[src/rtl/led_serial_tx_pkg.sv]
// Shared types and geometry of the LED driver serial link.
package led_link_pkg;

  typedef enum logic [1:0] {
    LED_IDLE  = 2'd0,
    LED_SHIFT = 2'd1,
    LED_GAP   = 2'd2
  } led_state_e;

  localparam int LED_PIX_W         = 16;
  localparam int LED_CH            = 16;
  localparam int LED_SCANLINES     = 32;
  localparam int LED_PIX_PER_FRAME = LED_CH * LED_SCANLINES;

  // The receiver needs at least one DEN-low cycle to commit a word.
  function automatic int led_gap_eff(input int gap);
    return (gap < 1) ? 1 : gap;
  endfunction

endpackage

[src/rtl/led_serial_tx_if.sv]
// Pixel-word valid/ready handshake between the frame source and the transmitter.
interface led_serial_tx_if
  import led_link_pkg::*;
#(
  parameter int PIX_W = LED_PIX_W
) ();
  logic [PIX_W-1:0] pix_data;
  logic             pix_valid;
  logic             pix_ready;

  modport master (output pix_data, output pix_valid, input pix_ready);
  modport slave  (input pix_data, input pix_valid, output pix_ready);
endinterface

[src/rtl/led_serial_tx_bit_serializer.sv]
// Shift register and bit counter for one pixel word; DAI comes straight off a flop.
// LEDTX_MSB_FIRST_EN selects MSB-first order; LSB first when undefined.
module led_bit_serializer #(
  parameter int PIX_W = 16
) (
  input  logic             clk,
  input  logic             rst,
  input  logic             load,
  input  logic             shift,
  input  logic [PIX_W-1:0] data,
  output logic             dai,
  output logic             last_bit
);
  localparam int            BW   = $clog2(PIX_W);
  localparam logic [BW-1:0] LAST = BW'(PIX_W - 1);

  logic [PIX_W-1:0] sr_q, sr_d;
  logic [BW-1:0]    cnt_q, cnt_d;

  // Zeros are shifted in so DAI rests at 0 once the word has gone out.
  always_comb begin
    sr_d  = sr_q;
    cnt_d = cnt_q;
    if (load) begin
      sr_d  = data;
      cnt_d = '0;
    end else if (shift) begin
`ifdef LEDTX_MSB_FIRST_EN
      sr_d  = {sr_q[PIX_W-2:0], 1'b0};
`else
      sr_d  = {1'b0, sr_q[PIX_W-1:1]};
`endif
      cnt_d = cnt_q + 1'b1;
    end else begin
      sr_d  = sr_q;
      cnt_d = cnt_q;
    end
  end

  // Shift register and bit counter state.
  always_ff @(posedge clk) begin
    if (rst) begin
      sr_q  <= '0;
      cnt_q <= '0;
    end else begin
      sr_q  <= sr_d;
      cnt_q <= cnt_d;
    end
  end

`ifdef LEDTX_MSB_FIRST_EN
  assign dai = sr_q[PIX_W-1];
`else
  assign dai = sr_q[0];
`endif
  assign last_bit = (cnt_q == LAST);

endmodule

[src/rtl/led_serial_tx.sv]
// LED serial link transmitter: word FSM, DEN-low gap timing, pixel/frame counters.
// Bit order is chosen inside led_bit_serializer by LEDTX_MSB_FIRST_EN.
module led_serial_tx
  import led_link_pkg::*;
#(
  parameter int PIX_W         = LED_PIX_W,
  parameter int PIX_PER_FRAME = LED_PIX_PER_FRAME,
  parameter int GAP           = 1
) (
  input  logic           DCK,
  input  logic           rst,
  led_serial_tx_if.slave pix_if,
  input  logic           frame_restart,
  output logic           DAI,
  output logic           DEN,
  output logic           Vsync,
  output logic [8:0]     pix_index,
  output logic           frame_done,
  output logic           busy
);
  localparam logic [1:0] IDLE  = LED_IDLE;
  localparam logic [1:0] SHIFT = LED_SHIFT;
  localparam logic [1:0] GAPS  = LED_GAP;

  localparam int            GAP_EFF  = led_gap_eff(GAP);
  localparam int            GW       = (GAP_EFF > 1) ? $clog2(GAP_EFF) : 1;
  localparam logic [GW-1:0] GAP_LAST = GW'(GAP_EFF - 1);
  localparam logic [8:0]    LAST_PIX = 9'(PIX_PER_FRAME - 1);

  logic [1:0]    state_q, state_d;
  logic [GW-1:0] gap_cnt_q, gap_cnt_d;
  logic [8:0]    pix_cnt_q, pix_cnt_d;
  logic          pend_q, pend_d;
  logic          vsync_q, vsync_d;
  logic          fd_q, fd_d;
  logic          den_q, den_d;
  logic          ready_q, ready_d;
  logic          busy_q, busy_d;

  logic hs, load, shift, last_bit, word_end, restart_idle, restart_defer;

  assign hs            = pix_if.pix_valid & ready_q;
  assign word_end      = (state_q == GAPS) && (gap_cnt_q == GAP_LAST);
  assign restart_idle  = frame_restart & (state_q == IDLE) & ~hs;
  assign restart_defer = frame_restart & ~restart_idle;

  led_bit_serializer #(.PIX_W(PIX_W)) u_ser (
    .clk      (DCK),
    .rst      (rst),
    .load     (load),
    .shift    (shift),
    .data     (pix_if.pix_data),
    .dai      (DAI),
    .last_bit (last_bit)
  );

  // Word sequencing; a word accepted in the last gap cycle starts shifting at once.
  always_comb begin
    state_d   = state_q;
    gap_cnt_d = gap_cnt_q;
    load      = 1'b0;
    shift     = 1'b0;
    case (state_q)
      IDLE: begin
        if (hs) begin
          load    = 1'b1;
          state_d = SHIFT;
        end else begin
          state_d = IDLE;
        end
      end
      SHIFT: begin
        shift = 1'b1;
        if (last_bit) begin
          state_d   = GAPS;
          gap_cnt_d = '0;
        end else begin
          state_d = SHIFT;
        end
      end
      GAPS: begin
        if (word_end) begin
          gap_cnt_d = '0;
          if (hs) begin
            load    = 1'b1;
            state_d = SHIFT;
          end else begin
            state_d = IDLE;
          end
        end else begin
          gap_cnt_d = gap_cnt_q + 1'b1;
        end
      end
      default: begin
        state_d   = IDLE;
        gap_cnt_d = '0;
      end
    endcase
  end

  // Pixel/frame accounting; a deferred restart replaces the increment and its frame_done.
  always_comb begin
    pix_cnt_d = pix_cnt_q;
    fd_d      = 1'b0;
    vsync_d   = vsync_q;
    if (restart_idle) begin
      pix_cnt_d = '0;
    end else if (word_end && pend_q) begin
      pix_cnt_d = '0;
    end else if (word_end && (pix_cnt_q == LAST_PIX)) begin
      pix_cnt_d = '0;
      fd_d      = 1'b1;
      vsync_d   = 1'b1;
    end else if (word_end) begin
      pix_cnt_d = pix_cnt_q + 9'd1;
    end else begin
      pix_cnt_d = pix_cnt_q;
    end

    if (restart_defer) begin
      pend_d = 1'b1;
    end else if (restart_idle || word_end) begin
      pend_d = 1'b0;
    end else begin
      pend_d = pend_q;
    end
  end

  // Output decode from the next state so every output leaves a flop.
  always_comb begin
    den_d   = (state_d == SHIFT);
    busy_d  = (state_d != IDLE);
    ready_d = (state_d == IDLE) || ((state_d == GAPS) && (gap_cnt_d == GAP_LAST));
  end

  // State and output registers.
  always_ff @(posedge DCK) begin
    if (rst) begin
      state_q   <= IDLE;
      gap_cnt_q <= '0;
      pix_cnt_q <= '0;
      pend_q    <= 1'b0;
      vsync_q   <= 1'b0;
      fd_q      <= 1'b0;
      den_q     <= 1'b0;
      ready_q   <= 1'b1;
      busy_q    <= 1'b0;
    end else begin
      state_q   <= state_d;
      gap_cnt_q <= gap_cnt_d;
      pix_cnt_q <= pix_cnt_d;
      pend_q    <= pend_d;
      vsync_q   <= vsync_d;
      fd_q      <= fd_d;
      den_q     <= den_d;
      ready_q   <= ready_d;
      busy_q    <= busy_d;
    end
  end

  assign pix_if.pix_ready = ready_q;
  assign DEN              = den_q;
  assign busy             = busy_q;
  assign Vsync            = vsync_q;
  assign frame_done       = fd_q;
  assign pix_index        = pix_cnt_q;

endmodule
[src/flat_wrapper.sv]
// flat-port wrapper written by rule: the top's interface ports become plain ports
module led_serial_tx_flat import led_link_pkg::*;
#(
  parameter int PIX_W         = LED_PIX_W,
  parameter int PIX_PER_FRAME = LED_PIX_PER_FRAME,
  parameter int GAP           = 1
)
  (DCK, rst, frame_restart, DAI, DEN, Vsync, pix_index, frame_done, busy, pix_if_pix_data, pix_if_pix_valid, pix_if_pix_ready);
  led_serial_tx_if #(.PIX_W(PIX_W)) pix_if_i ();
  input  logic DCK;
  input  logic rst;
  input  logic frame_restart;
  output logic DAI;
  output logic DEN;
  output logic Vsync;
  output logic [8:0] pix_index;
  output logic frame_done;
  output logic busy;
  input wire logic [$bits(pix_if_i.pix_data)-1:0] pix_if_pix_data;
  input wire logic [$bits(pix_if_i.pix_valid)-1:0] pix_if_pix_valid;
  output wire logic [$bits(pix_if_i.pix_ready)-1:0] pix_if_pix_ready;
  assign pix_if_i.pix_data = pix_if_pix_data;
  assign pix_if_i.pix_valid = pix_if_pix_valid;
  assign pix_if_pix_ready = pix_if_i.pix_ready;
  led_serial_tx #(.PIX_W(PIX_W), .PIX_PER_FRAME(PIX_PER_FRAME), .GAP(GAP)) u_core (.DCK(DCK), .rst(rst), .pix_if(pix_if_i), .frame_restart(frame_restart), .DAI(DAI), .DEN(DEN), .Vsync(Vsync), .pix_index(pix_index), .frame_done(frame_done), .busy(busy));
endmodule
[config.mk]
export PLATFORM = sky130hd
export DESIGN_NAME = led_serial_tx_flat
export DESIGN_NICKNAME = d
export VERILOG_FILES = /design/src/rtl/led_serial_tx_pkg.sv /design/src/rtl/led_serial_tx_if.sv /design/src/rtl/led_serial_tx_bit_serializer.sv /design/src/rtl/led_serial_tx.sv /design/src/flat_wrapper.sv
export SDC_FILE = /design/constraint.sdc
export NUM_CORES = 1
export LEC_CHECK = 0
export CORE_MARGIN = 5
export CORE_UTILIZATION = 47
export DETAILED_ROUTE_END_ITERATION = 10
export DONT_BUFFER_PORTS = 1
export PLACE_DENSITY = 0.7
export SLEW_MARGIN = 20
export SYNTH_ARGS = -nofsm -noshare
export SYNTH_HDL_FRONTEND = slang
export SYNTH_SLANG_ARGS = --single-unit
[constraint.sdc]
create_clock -name DCK -period 2.6 [get_ports DCK]
set_clock_uncertainty 0.15 [all_clocks]
set_input_delay 0.26 -clock DCK [delete_from_list [all_inputs] [get_ports DCK]]
set_output_delay 0.26 -clock DCK [all_outputs]
set_load 0.005 [all_outputs]
# After elaboration in Yosys (flattened, before gate mapping)
# Index checks and enable logic that the tools add are counted.
[classes] n_reduce_logical=15 bitwise_logic=9 muxes=16 eq_ne=6 add_sub_neg=3
[op_table] op="16-bit 2-to-1 mux" count=2
[op_table] op="9-bit by 1-bit adder with 9-bit output, second input constant" count=1
[op_table] op="9-bit == test, second input constant" count=1
[op_table] op="1-bit 2-to-1 mux" count=9
[op_table] op="2-bit case mux with 3 select lines" count=1
[op_table] op="2-bit nonzero test" count=3
[op_table] op="1-bit NOT" count=5
[op_table] op="4-bit by 1-bit adder with 4-bit output, second input constant" count=1
[op_table] op="1-bit bitwise AND" count=4
[op_table] op="2-bit by 1-bit == test with 1-bit output, second input constant" count=2
[op_table] op="2-bit == test, second input constant" count=2
[op_table] op="4-bit == test, second input constant" count=1
[op_table] op="1-bit logical AND" count=4
[op_table] op="2-bit logical NOT" count=2
[op_table] op="2-bit 2-to-1 mux" count=2
[op_table] op="4-bit OR reduction" count=1
[op_table] op="1-bit case mux with 3 select lines" count=1
[op_table] op="3-bit AND reduction" count=1
[op_table] op="3-bit OR reduction" count=1
[op_table] op="1-bit logical OR" count=2
[op_table] op="1-bit case mux with 2 select lines" count=1
[op_table] op="2-bit OR reduction" count=1
[op_table] op="1-bit adder, second input constant" count=1
[word_totals] register_bits=38 elab_cells=60 input_bits=20 out_inout_bits=15

# Longest topological paths before layout
# Gate-level depths: netlist of the first run.
[logic_depth] depth_word=7 mapped_depth=6

# Hierarchy
# A second synthesis of the first run with hierarchy kept.
[unflattened] hier_cells=170 area_unflattened_um2=1719.1
[by_module_without_submodules] module="led_bit_serializer" area_each_um2=942.2 cells_per_inst=90 seq_area_each_um2=400.4 n_inst=1
[by_module_without_submodules] module="led_serial_tx" area_each_um2=777.0 cells_per_inst=80 seq_area_each_um2=360.3 n_inst=1

# Worst setup path before layout of the first run
# OpenSTA, ideal clock, no wires.
[synth_path] path_kind="register to register" start="reg u_core.pix_cnt_q[0] (netlist: u_core.pix_index[0])" end="reg u_core.pix_cnt_q[0] (netlist: u_core.pix_index[0])" setup_ns=0.065 t_arrival_ns=1.331 path_slack_ns=1.054 path_stages_with_launch=7 required_ns=2.385 path_buffers=0 path_cell_list="dfxtp_1 ha_1 and4_1 ha_1 o21ai_0 nand2_2 nor2_1"
[synth_between] elab_chain_cells=3
[synth_lines] element="start, declared" line="led_serial_tx.sv:32" rtl="logic [8:0] pix_cnt_q, pix_cnt_d;"
[synth_lines] element="start signal, assigned" line="led_serial_tx.sv:151" rtl="pix_cnt_q <= pix_cnt_d;"
[synth_lines] element="branches (longest 3 deep; another with 9-bit by 1-bit adder with 9-bit output)"
# Parallel ways; which one is timed is not known.
# A chain may end at the register's enable or synchronous reset.

# Final worst setup path of the first run
[layout_path] start="reg u_core.state_q[0]" end="reg u_core.u_ser.sr_q[13]"
[layout_between] elab_chain_cells=5
[layout_lines] element="start, declared" line="led_serial_tx.sv:30" rtl="logic [1:0] state_q, state_d;"
[layout_lines] element="start signal, assigned" line="led_serial_tx.sv:149" rtl="state_q <= state_d;"
[layout_lines] element="2-bit == test" line="led_serial_tx.sv:43, led_serial_tx.sv:63"
[layout_lines] element="1-bit logical AND" line="led_serial_tx.sv:43" rtl="assign word_end = (state_q == GAPS) && (gap_cnt_q == GAP_LAST);"
[layout_lines] element="1-bit 2-to-1 mux" line="led_serial_tx.sv:82" rtl="if (word_end) begin"
[layout_lines] element="1-bit case mux with 2 select lines" line="led_serial_tx.sv:63" rtl="case (state_q)"
[layout_lines] element="16-bit 2-to-1 mux / 2-bit nonzero test (equally long branches)"
[layout_lines] element="end signal, assigned" line="led_serial_tx_bit_serializer.sv:46" rtl="sr_q <= sr_d;"
[layout_lines] element="end, declared" line="led_serial_tx_bit_serializer.sv:17" rtl="logic [PIX_W-1:0] sr_q, sr_d;"
# Parallel ways exist; a longest one is shown, timed or not.

==> results of run 1 <==
-- cell usage after synthesis --
library cell	n	area share
dfxtp_1	38	0.48
and3_1	1	0.0039
buf_6	4	0.028
xnor2_1	2	0.011
nor2_1	14	0.033
and2b_2	2	0.011
mux2i_1	4	0.025
nor3_1	4	0.013
and4_1	3	0.017
xor2_1	8	0.044
nor3b_2	1	0.0079
nand4_1	4	0.016
buf_4	2	0.0094
clkbuf_1	3	0.0071
o21ai_0	3	0.0094
inv_1	4	0.0094
and4b_2	1	0.0071
nand3_1	4	0.013
nand2_2	1	0.0039
nor2b_1	1	0.0039
a21o_1	1	0.0047
a22oi_1	15	0.071
and2_1	1	0.0039
nand2_1	20	0.047
ha_1	3	0.024
o21a_1	3	0.014
nand2b_2	1	0.0055
buf_2	1	0.0031
a31oi_1	2	0.0079
nor3b_4	1	0.012
a21oi_1	18	0.057
-- flip-flops by register name (all words and copies together) (netlist names) --
| signal | flops |
|---|---|
| u_core.pend_q | 1 |
| u_core.frame_done | 1 |
| u_core.DEN | 1 |
| u_core.pix_index | 9 |
| u_core.u_ser.cnt_q | 4 |
| u_core.pix_if.pix_ready | 1 |
| u_core.u_ser.sr_q | 16 |
| u_core.state_q | 2 |
| u_core.Vsync | 1 |
| u_core.busy | 1 |
| u_core.gap_cnt_q | 1 |
-- path summary, 6_finish.rpt --
path | depth (start not counted) | from | endpoint | slack (ns)
max | 5 | u_core.state_q[0]$_SDFF_PP0_ | u_core.u_ser.sr_q[13]$_SDFFE_PP0P_ | 0.41
min | 2 | frame_restart | u_core.pend_q$_SDFFE_PP0P_ | 0.06
max reg2reg | 5 | u_core.state_q[0]$_SDFF_PP0_ | u_core.u_ser.sr_q[13]$_SDFFE_PP0P_ | 0.41
min reg2reg | 1 | u_core.Vsync$_SDFFE_PP0P_ | u_core.Vsync$_SDFFE_PP0P_ | 0.36
-- worst max-delay path: stages, from the launching register on --
cell	delay [ns]
dfxtp_1	0.55
a21oi_1	0.11
nand2b_2	0.34
a22oi_1	0.24
a21oi_1	0.09
dlygate4sd3_1	0.60
-- cells by family after synthesis --
logic type | synth area share
mux | 0.0252
fa+ha+maj | 0.0236
flops | 0.478
simple gates | 0.197
compound gates | 0.164
xor+xnor | 0.0551
buf+inv | 0.0574
-- power by group through the flow --
| stage | Clock [uW] | Sequential (uW) | Combinational [uW] |
|---|---|---|---|
| after floorplan | 0 | 635 | 98.7 |
| after global placement | 0 | 643 | 89.6 |
| after detailed placement | 0 | 644 | 92.8 |
| after CTS | 284 | 631 | 121 |
| after global routing | 314 | 635 | 135 |
| final | 277 | 631 | 121 |
-- cell type report --
cell class,count,area [um^2],area share
clock buffers,7,45.0,0.0250
inverters,4,15.0,0.00832
multi-input cells,118,738,0.409
flip-flops and latches,38,761,0.422
well taps,46,57.6,0.0319
repair buffers,19,188,0.104
-- per-layer routing --
metal,GRT usage,vias to the layer above
met5,0,-
met4,0.0868,0
met3,0.0624,7
met2,0.255,33
met1,0.153,580
li1,-,628
-- placed cells by master, fill, tap and decap left out, drive strengths merged, types with 4 or more instances in the layout --
cell type	Yosys	layout
a21oi	18	18
a22oi	15	15
clkbuf	3	7
dfxtp	38	38
dlygate4sd3	0	18
inv	4	4
mux2i	4	4
nand2	21	21
nand3	4	4
nand4	4	4
nor2	14	14
nor3	4	4
xor2	8	8
-- stage by stage --
stage | utilization | total power, uW | area, um^2 | std cells | worst slack [ns]
2_1_floorplan | - | 734 | 1590 | 170 | 1.05
3_3_place_gp | 0.477 | 732 | 1580 | 207 | 0.934
3_5_place_dp | 0.477 | 737 | 1580 | 207 | 0.880
4_1_cts | 0.545 | 1040 | 1800 | 232 | 0.427
5_1_grt | 0.545 | 1080 | 1800 | 232 | 0.233
6_report | 0.545 | 1030 | 1800 | 232 | 0.409
==> reports/qor.txt, run 1 <==
critical path fanouts, max: 15
top layer reached by signal wires: met4
H-tree Lvls: 2
Final Hold Vio Count: 0
Worst-Margin Slew: 0.862 ns
core area: 0.00331 mm^2
die height: 68.2 um
Data arrival, critical path: 2.27 ns
final setup vio count: 0
Power Density: 570 mW/mm^2
post-synthesis cell count: 170
met3 wire len: 196 um
P_int: 767 uW
PortBufs: 0
sequential share of power: 0.613
drt total wl: 3230 um
GRT overflow: 0
DP HPWL: 2160 um
share of layout cells above drive strength 1: 0.0699
crit share post-route: 0.843
postcts setup bufs: 0
Syn-to-layout area delta: 13.5%
post-CTS sizing: 0
worst skew pair latency: 0.33 ns
DIE AREA: 0.00465 mm^2
Sw Ratio: 0.255
DRC Markers: 0
nets: 209
Comb pwr share: 0.117
Fillers: 321
drt pass-1 iters: 4
ANT cells: 0
Mean Syn Cell Area: 9.35 um^2
setup TNS: 0 ns
vias in the first global route: 1231
antenna violations before repair: 0
net count after synthesis: 193
max_cap viols: 0
Slew Limit Headroom: 0.423
M1 WL: 1390 um
number of synthesized register bits: 38
synth warn: 0
DRC marker count from the first detailed-route iteration: 95
DR WL met2: 1560 um
f_max: 456 MHz
Startpoint Class: register
Yosys cell types: 31
Std-Cell Rows: 21
CP required: 2.68 ns
pin count of the biggest net entering global routing: 26
status: finished, final reports clean
GP Congestion: 0.811
first-pass GRT wire length: 5060 um
CTS root buf: clkbuf_4
TritonCTS clock tree: built
Hold WS: 0.0602 ns
Sw Pwr: 262 uW
Seq/Total Area, Yosys: 0.478
Mapped Area: 0.00159 mm^2
Starting Density: 0.480
Die Wd: 68.2 um
RSZ-0062 raised after global routing: no
GRT Total Usage: 0.150
I/O pins: 35
WL/cell: 13.9 um
vias after detailed routing: 1248
clock buffer depth: 2
clock power share: 0.270
Lkg Pwr: 0.000673 uW
Hold Path Class: input pin to register
Max rail drop VDD: 0.341 mV
total clock sinks: 38
total clock buffers created by CTS: 5
Clock transition at path regs: 0.10 ns
Setup crit end kind: register
max-slew violations: 0
Vias/cell: 5.38
Min Clock Period, post-route: 2.19 ns
DRT antenna net count: 0
Hold Buf Count CTS: 18
critical path type: register to register
Note: power is estimated with default switching activity, not from simulation.
==> inputs of run 2 (changes only) <==
clock period = 2.1 ns   (was 2.6 ns; I/O delays follow)
==> run 2 against run 1 <==
Against the previous run: sequential cell count is the same; critical endpoint is now u_core.Vsync$_SDFFE_PP0P_; largest power group unchanged; clock power up 41%; total power grew 29%; largest cell class unchanged; non-clock buffer count grew 1; count of clock-buffer cells in the layout stayed put.
==> reports/qor.txt, run 2 (synthesized netlist as in run 1, its figures left out) <==
max-slew violations: 0
worst skew pair latency: 0.34 ns
postcts setup bufs: 0
Cells on Worst Hold Path: 4
PortBufs: 0
post-CTS sizing: 0
vias after detailed routing: 1252
critical path type: input pin to register
R2R Setup Slk: 0.36 ns
nets: 210
antenna violations before repair: 0
WL/cell: 13.6 um
Clock transition at path regs: 0.11 ns
RSZ-0062 raised after global routing: no
I/O pins: 35
DP HPWL: 2160 um
pin count of the biggest net entering global routing: 26
Worst-Margin Slew: 0.869 ns
reg2reg path depth: 6
GP Congestion: 0.785
drt total wl: 3180 um
status: finished, final reports clean
Worst R2R End: u_core.pix_index[8]$_SDFFE_PP0P_
Max rail drop VDD: 0.338 mV
crit share post-route: 0.890
GRT Total Usage: 0.151
Syn-to-layout area delta: 14.9%
Min Clock Period, post-route: 1.87 ns
total clock buffers created by CTS: 5
GRT overflow: 0
total clock sinks: 38
r2r startpoint: u_core.pix_index[4]$_SDFFE_PP0P_
final setup vio count: 0
Largest register FFs: 16
Power Density: 725 mW/mm^2
placed inst area: 0.00159 mm^2
H-tree Lvls: 2
most frequent cells in the layout: dfxtp_1 (38), nand2_1 (20), a21oi_1 (18), dlygate4sd3_1 (18), a22oi_1 (15)
design area: 0.00183 mm^2
TritonCTS clock tree: built
Data arrival, critical path: 1.96 ns
worst hold start: pix_if_pix_valid
hold path endpoint: u_core.busy$_SDFF_PP0_
Starting Density: 0.480
DRT antenna net count: 0
CTS root buf: clkbuf_4
first-pass GRT wire length: 5130 um
share of layout cells above drive strength 1: 0.0851
Std-Cell Rows: 21
Startpoint Class: input pin
Cell Chain, Critical Path: dlygate4sd3_1 > a31oi_1 > and4b_2 > a21o_1
commonest non-fill, non-tap cell in the layout: dfxtp_1
vias in the first global route: 1202
Hold Path Class: input pin to register
Vias/cell: 5.35
f_max: 535 MHz
Lkg Pwr: 0.000686 uW
drt pass-1 iters: 4
max_cap viols: 0
Crit path buffers/inverters: 1
slowest stage delay, CP: 1.11 ns
Reg with most FFs: u_core.u_ser.sr_q
die height: 68.2 um
core area: 0.00331 mm^2
final core utilization: 0.552
DIE AREA: 0.00465 mm^2
Fillers: 324
DRC Markers: 0
Setup crit end kind: register
Crit-path slowest cell: dlygate4sd3_1
Die Wd: 68.2 um
setup TNS: 0 ns
CP required: 2.19 ns
Final Hold Vio Count: 0
DRC marker count from the first detailed-route iteration: 57
Slew Limit Headroom: 0.419
clock buffer depth: 2
CP delay by family, top: buffers and inverters
critical path fanouts, max: 25
ANT cells: 0
==> run 2: where the power goes <==
| group | internal [uW] | leakage [uW] | total (uW) | switching [uW] |
|---|---|---|---|---|
| logic | 70.1 | 0.000341 | 152 | 81.9 |
| clock network | 162 | 0.0000353 | 391 | 229 |
| registers | 756 | 0.000310 | 781 | 25.2 |
| total | 988 | 0.000686 | 1320 | 336 |
==> run 2: timing repair <==
item,CTS,global route
endpoints found under the hold margin,28,0
hold buffers,18,0
setup endpoints to repair,0,0
==> run 2: worst max-delay path by stage <==
stage                                                start                               end  slack (ns)  depth (start not counted)
final                                                  rst         u_core.Vsync$_SDFFE_PP0P_        0.23                          4
after global placement    u_core.pix_index[2]$_SDFFE_PP0P_  u_core.pix_index[7]$_SDFFE_PP0P_        0.45                          6
after floorplan           u_core.pix_index[0]$_SDFFE_PP0P_  u_core.pix_index[0]$_SDFFE_PP0P_        0.55                          6
after CTS                                              rst         u_core.Vsync$_SDFFE_PP0P_        0.25                          4
after global routing                                   rst         u_core.Vsync$_SDFFE_PP0P_        0.15                          4
after detailed placement  u_core.pix_index[4]$_SDFFE_PP0P_  u_core.pix_index[6]$_SDFFE_PP0P_        0.39                          6
==> run 2: cell type report <==
class | count | area (um^2) | area share
sequential | 38 | 761 | 0.416
multi-input combinational | 118 | 738 | 0.404
timing repair buffer | 20 | 195 | 0.107
tap | 46 | 57.6 | 0.0315
clock buffer | 7 | 55.1 | 0.0301
inverter | 4 | 15.0 | 0.00822
clock inverter | 1 | 5.00 | 0.00274
==> run 2: routing by layer <==
layer | share of wire | track usage | vias to the layer above
li1 | - | - | 641
met2 | 0.49 | 0.250 | 28
met1 | 0.44 | 0.165 | 578
met4 | 0.018 | 0.0670 | 0
met3 | 0.056 | 0.0673 | 5
met5 | 0 | 0 | -
==> run 2: worst reg2reg max path: stages, from the launching register on <==
cell     delay (ns)
dfxtp_1        0.38
and4_1         0.24
and4_1         0.21
ha_1           0.18
o21ai_0        0.21
nand2_2        0.17
nor2_1         0.14
==> run 2: per-stage QoR <==
| step | power, uW | setup slack, ns | std cells | hold slack [ns] |
|---|---|---|---|---|
| floorplan | 909 | 0.554 | 170 | 0.184 |
| global placement | 908 | 0.445 | 208 | 0.133 |
| detailed placement | 916 | 0.391 | 208 | 0.136 |
| CTS | 1340 | 0.246 | 234 | 0.0461 |
| global route | 1400 | 0.146 | 234 | 0.0798 |
| finish | 1320 | 0.231 | 234 | 0.0627 |
==> inputs of run 3 (changes only) <==
BUFFER_PORTS_ARGS = -buffer_cell sky130_fd_sc_hd__buf_2   (was not set)
DONT_BUFFER_PORTS = not set   (was 1)
PLACE_DENSITY = 0.79   (was 0.7)
==> run 3 against run 2 <==
Against the previous run: via count increased by 5.4%; setup slack better by 0.15 ns; fmax is 8.8% higher; first-iteration DRC count up 16%; sequential power barely moved; total power increased by 1.2%; final cell count up 14%; critical endpoint is now u_core.pix_index[5]$_SDFFE_PP0P_.
==> reports/qor.txt, run 3 (synthesized netlist as in run 1, its figures left out) <==
GRT overflow: 0
clock buffer depth: 2
drt pass-1 iters: 4
status: finished, final reports clean
Startpoint Class: register
ANT cells: 0
commonest non-fill, non-tap cell in the layout: dfxtp_1
worst skew pair latency: 0.34 ns
I/O pins: 35
f_max: 582 MHz
Hold Path Class: input pin to register
total clock sinks: 38
total clock buffers created by CTS: 5
antenna violations before repair: 0
nets: 242
DRC marker count from the first detailed-route iteration: 66
Clock transition at path regs: 0.11 ns
Slew Limit Headroom: 0.673
DRT antenna net count: 0
Worst-Margin Slew: 0.490 ns
H-tree Lvls: 2
DRC Markers: 0
Largest register FFs: 16
Starting Density: 0.480
Setup crit end kind: register
postcts setup bufs: 0
final core utilization: 0.598
core area: 0.00331 mm^2
Min Clock Period, post-route: 1.72 ns
TritonCTS clock tree: built
WL/cell: 12.0 um
setup TNS: 0 ns
vias after detailed routing: 1319
GRT Total Usage: 0.153
critical path type: register to register
Final Hold Vio Count: 0
most frequent cells in the layout: dfxtp_1 (38), buf_2 (34), nand2_1 (20)
Max rail drop VDD: 0.299 mV
CP required: 2.18 ns
pin count of the biggest net entering global routing: 26
vias in the first global route: 1229
Lkg Pwr: 0.000831 uW
Vias/cell: 4.96
RSZ-0062 raised after global routing: no
PortBufs: 34
drt total wl: 3190 um
# placed instances: 241
final setup vio count: 0
Syn-to-layout area delta: 24.5%
crit share post-route: 0.818
DP HPWL: 2000 um
Die Wd: 68.2 um
Reg with most FFs: u_core.u_ser.sr_q
max-slew violations: 0
Std-Cell Rows: 21
GP Congestion: 0.698
CTS root buf: clkbuf_4
DIE AREA: 0.00465 mm^2
critical path fanouts, max: 9
first-pass GRT wire length: 5290 um
max_cap viols: 0
Data arrival, critical path: 1.80 ns
share of layout cells above drive strength 1: 0.223
die height: 68.2 um
Power Density: 676 mW/mm^2
final cell count without fillers: 266
[run 3: changes by cell type in the layout (fill, tap and decap cells not counted)]
| cell | before | now |
|---|---|---|
| buf_2 | 0 | 34 |
| buf_4 | 2 | 1 |
| dlygate4sd3_1 | 18 | 17 |
[run 3: per-layer routing]
layer	wire length (um)	part of all wire	global-route usage
met5	0	0	0
met4	34	0.011	0.0670
met3	130	0.041	0.0509
met2	1470	0.46	0.242
met1	1550	0.49	0.189
[run 3: path summary, 6_finish.rpt]
| kind | start | to | slack [ns] | depth (start not counted) |
|---|---|---|---|---|
| min reg2reg | u_core.Vsync$_SDFFE_PP0P_ | u_core.Vsync$_SDFFE_PP0P_ | 0.31 | 1 |
| max reg2reg | u_core.pix_index[2]$_SDFFE_PP0P_ | u_core.pix_index[5]$_SDFFE_PP0P_ | 0.38 | 6 |
| max | u_core.pix_index[2]$_SDFFE_PP0P_ | u_core.pix_index[5]$_SDFFE_PP0P_ | 0.38 | 6 |
| min | rst | u_core.state_q[1]$_SDFF_PP0_ | 0.13 | 2 |
[run 3: power breakdown]
group	switching, uW	leakage [uW]	total, uW	internal, uW
clock network	227	0.0000353	390	162
logic	88.8	0.000486	171	82.3
registers	22.8	0.000310	778	755
total	339	0.000831	1340	1000
[run 3: layout make-up]
cell class / count / area, um^2
clock buffer: 7 / 55.1
clock inverter: 1 / 5.00
fill: 299 / 1330
inverter: 4 / 15.0
multi-input combinational: 118 / 738
sequential: 38 / 761
tap: 46 / 57.6
timing repair buffer: 52 / 348
[run 3: worst max-delay path, cell delays in order, from the launching register on]
cell	delay, ns
dfxtp_1	0.44
and4_1	0.27
and4_1	0.23
ha_1	0.15
o21ai_0	0.09
nand2_2	0.21
nor2_1	0.08
[run 3: per-stage QoR]
stage          setup slack, ns  power, uW  instance area (um^2)  hold WS (ns)
3_5_place_dp             0.414        941                  1750         0.285
3_3_place_gp             0.429        937                  1750         0.289
6_report                 0.383       1340                  1980         0.127
2_1_floorplan            0.554        909                  1590         0.184
4_1_cts                  0.383       1360                  1980         0.110
5_1_grt                  0.247       1410                  1980         0.138
[run 3: what timing repair did]
item	CTS	global route
hold endpoints to repair	17	0
hold buffers	17	0
resized for setup	0	0
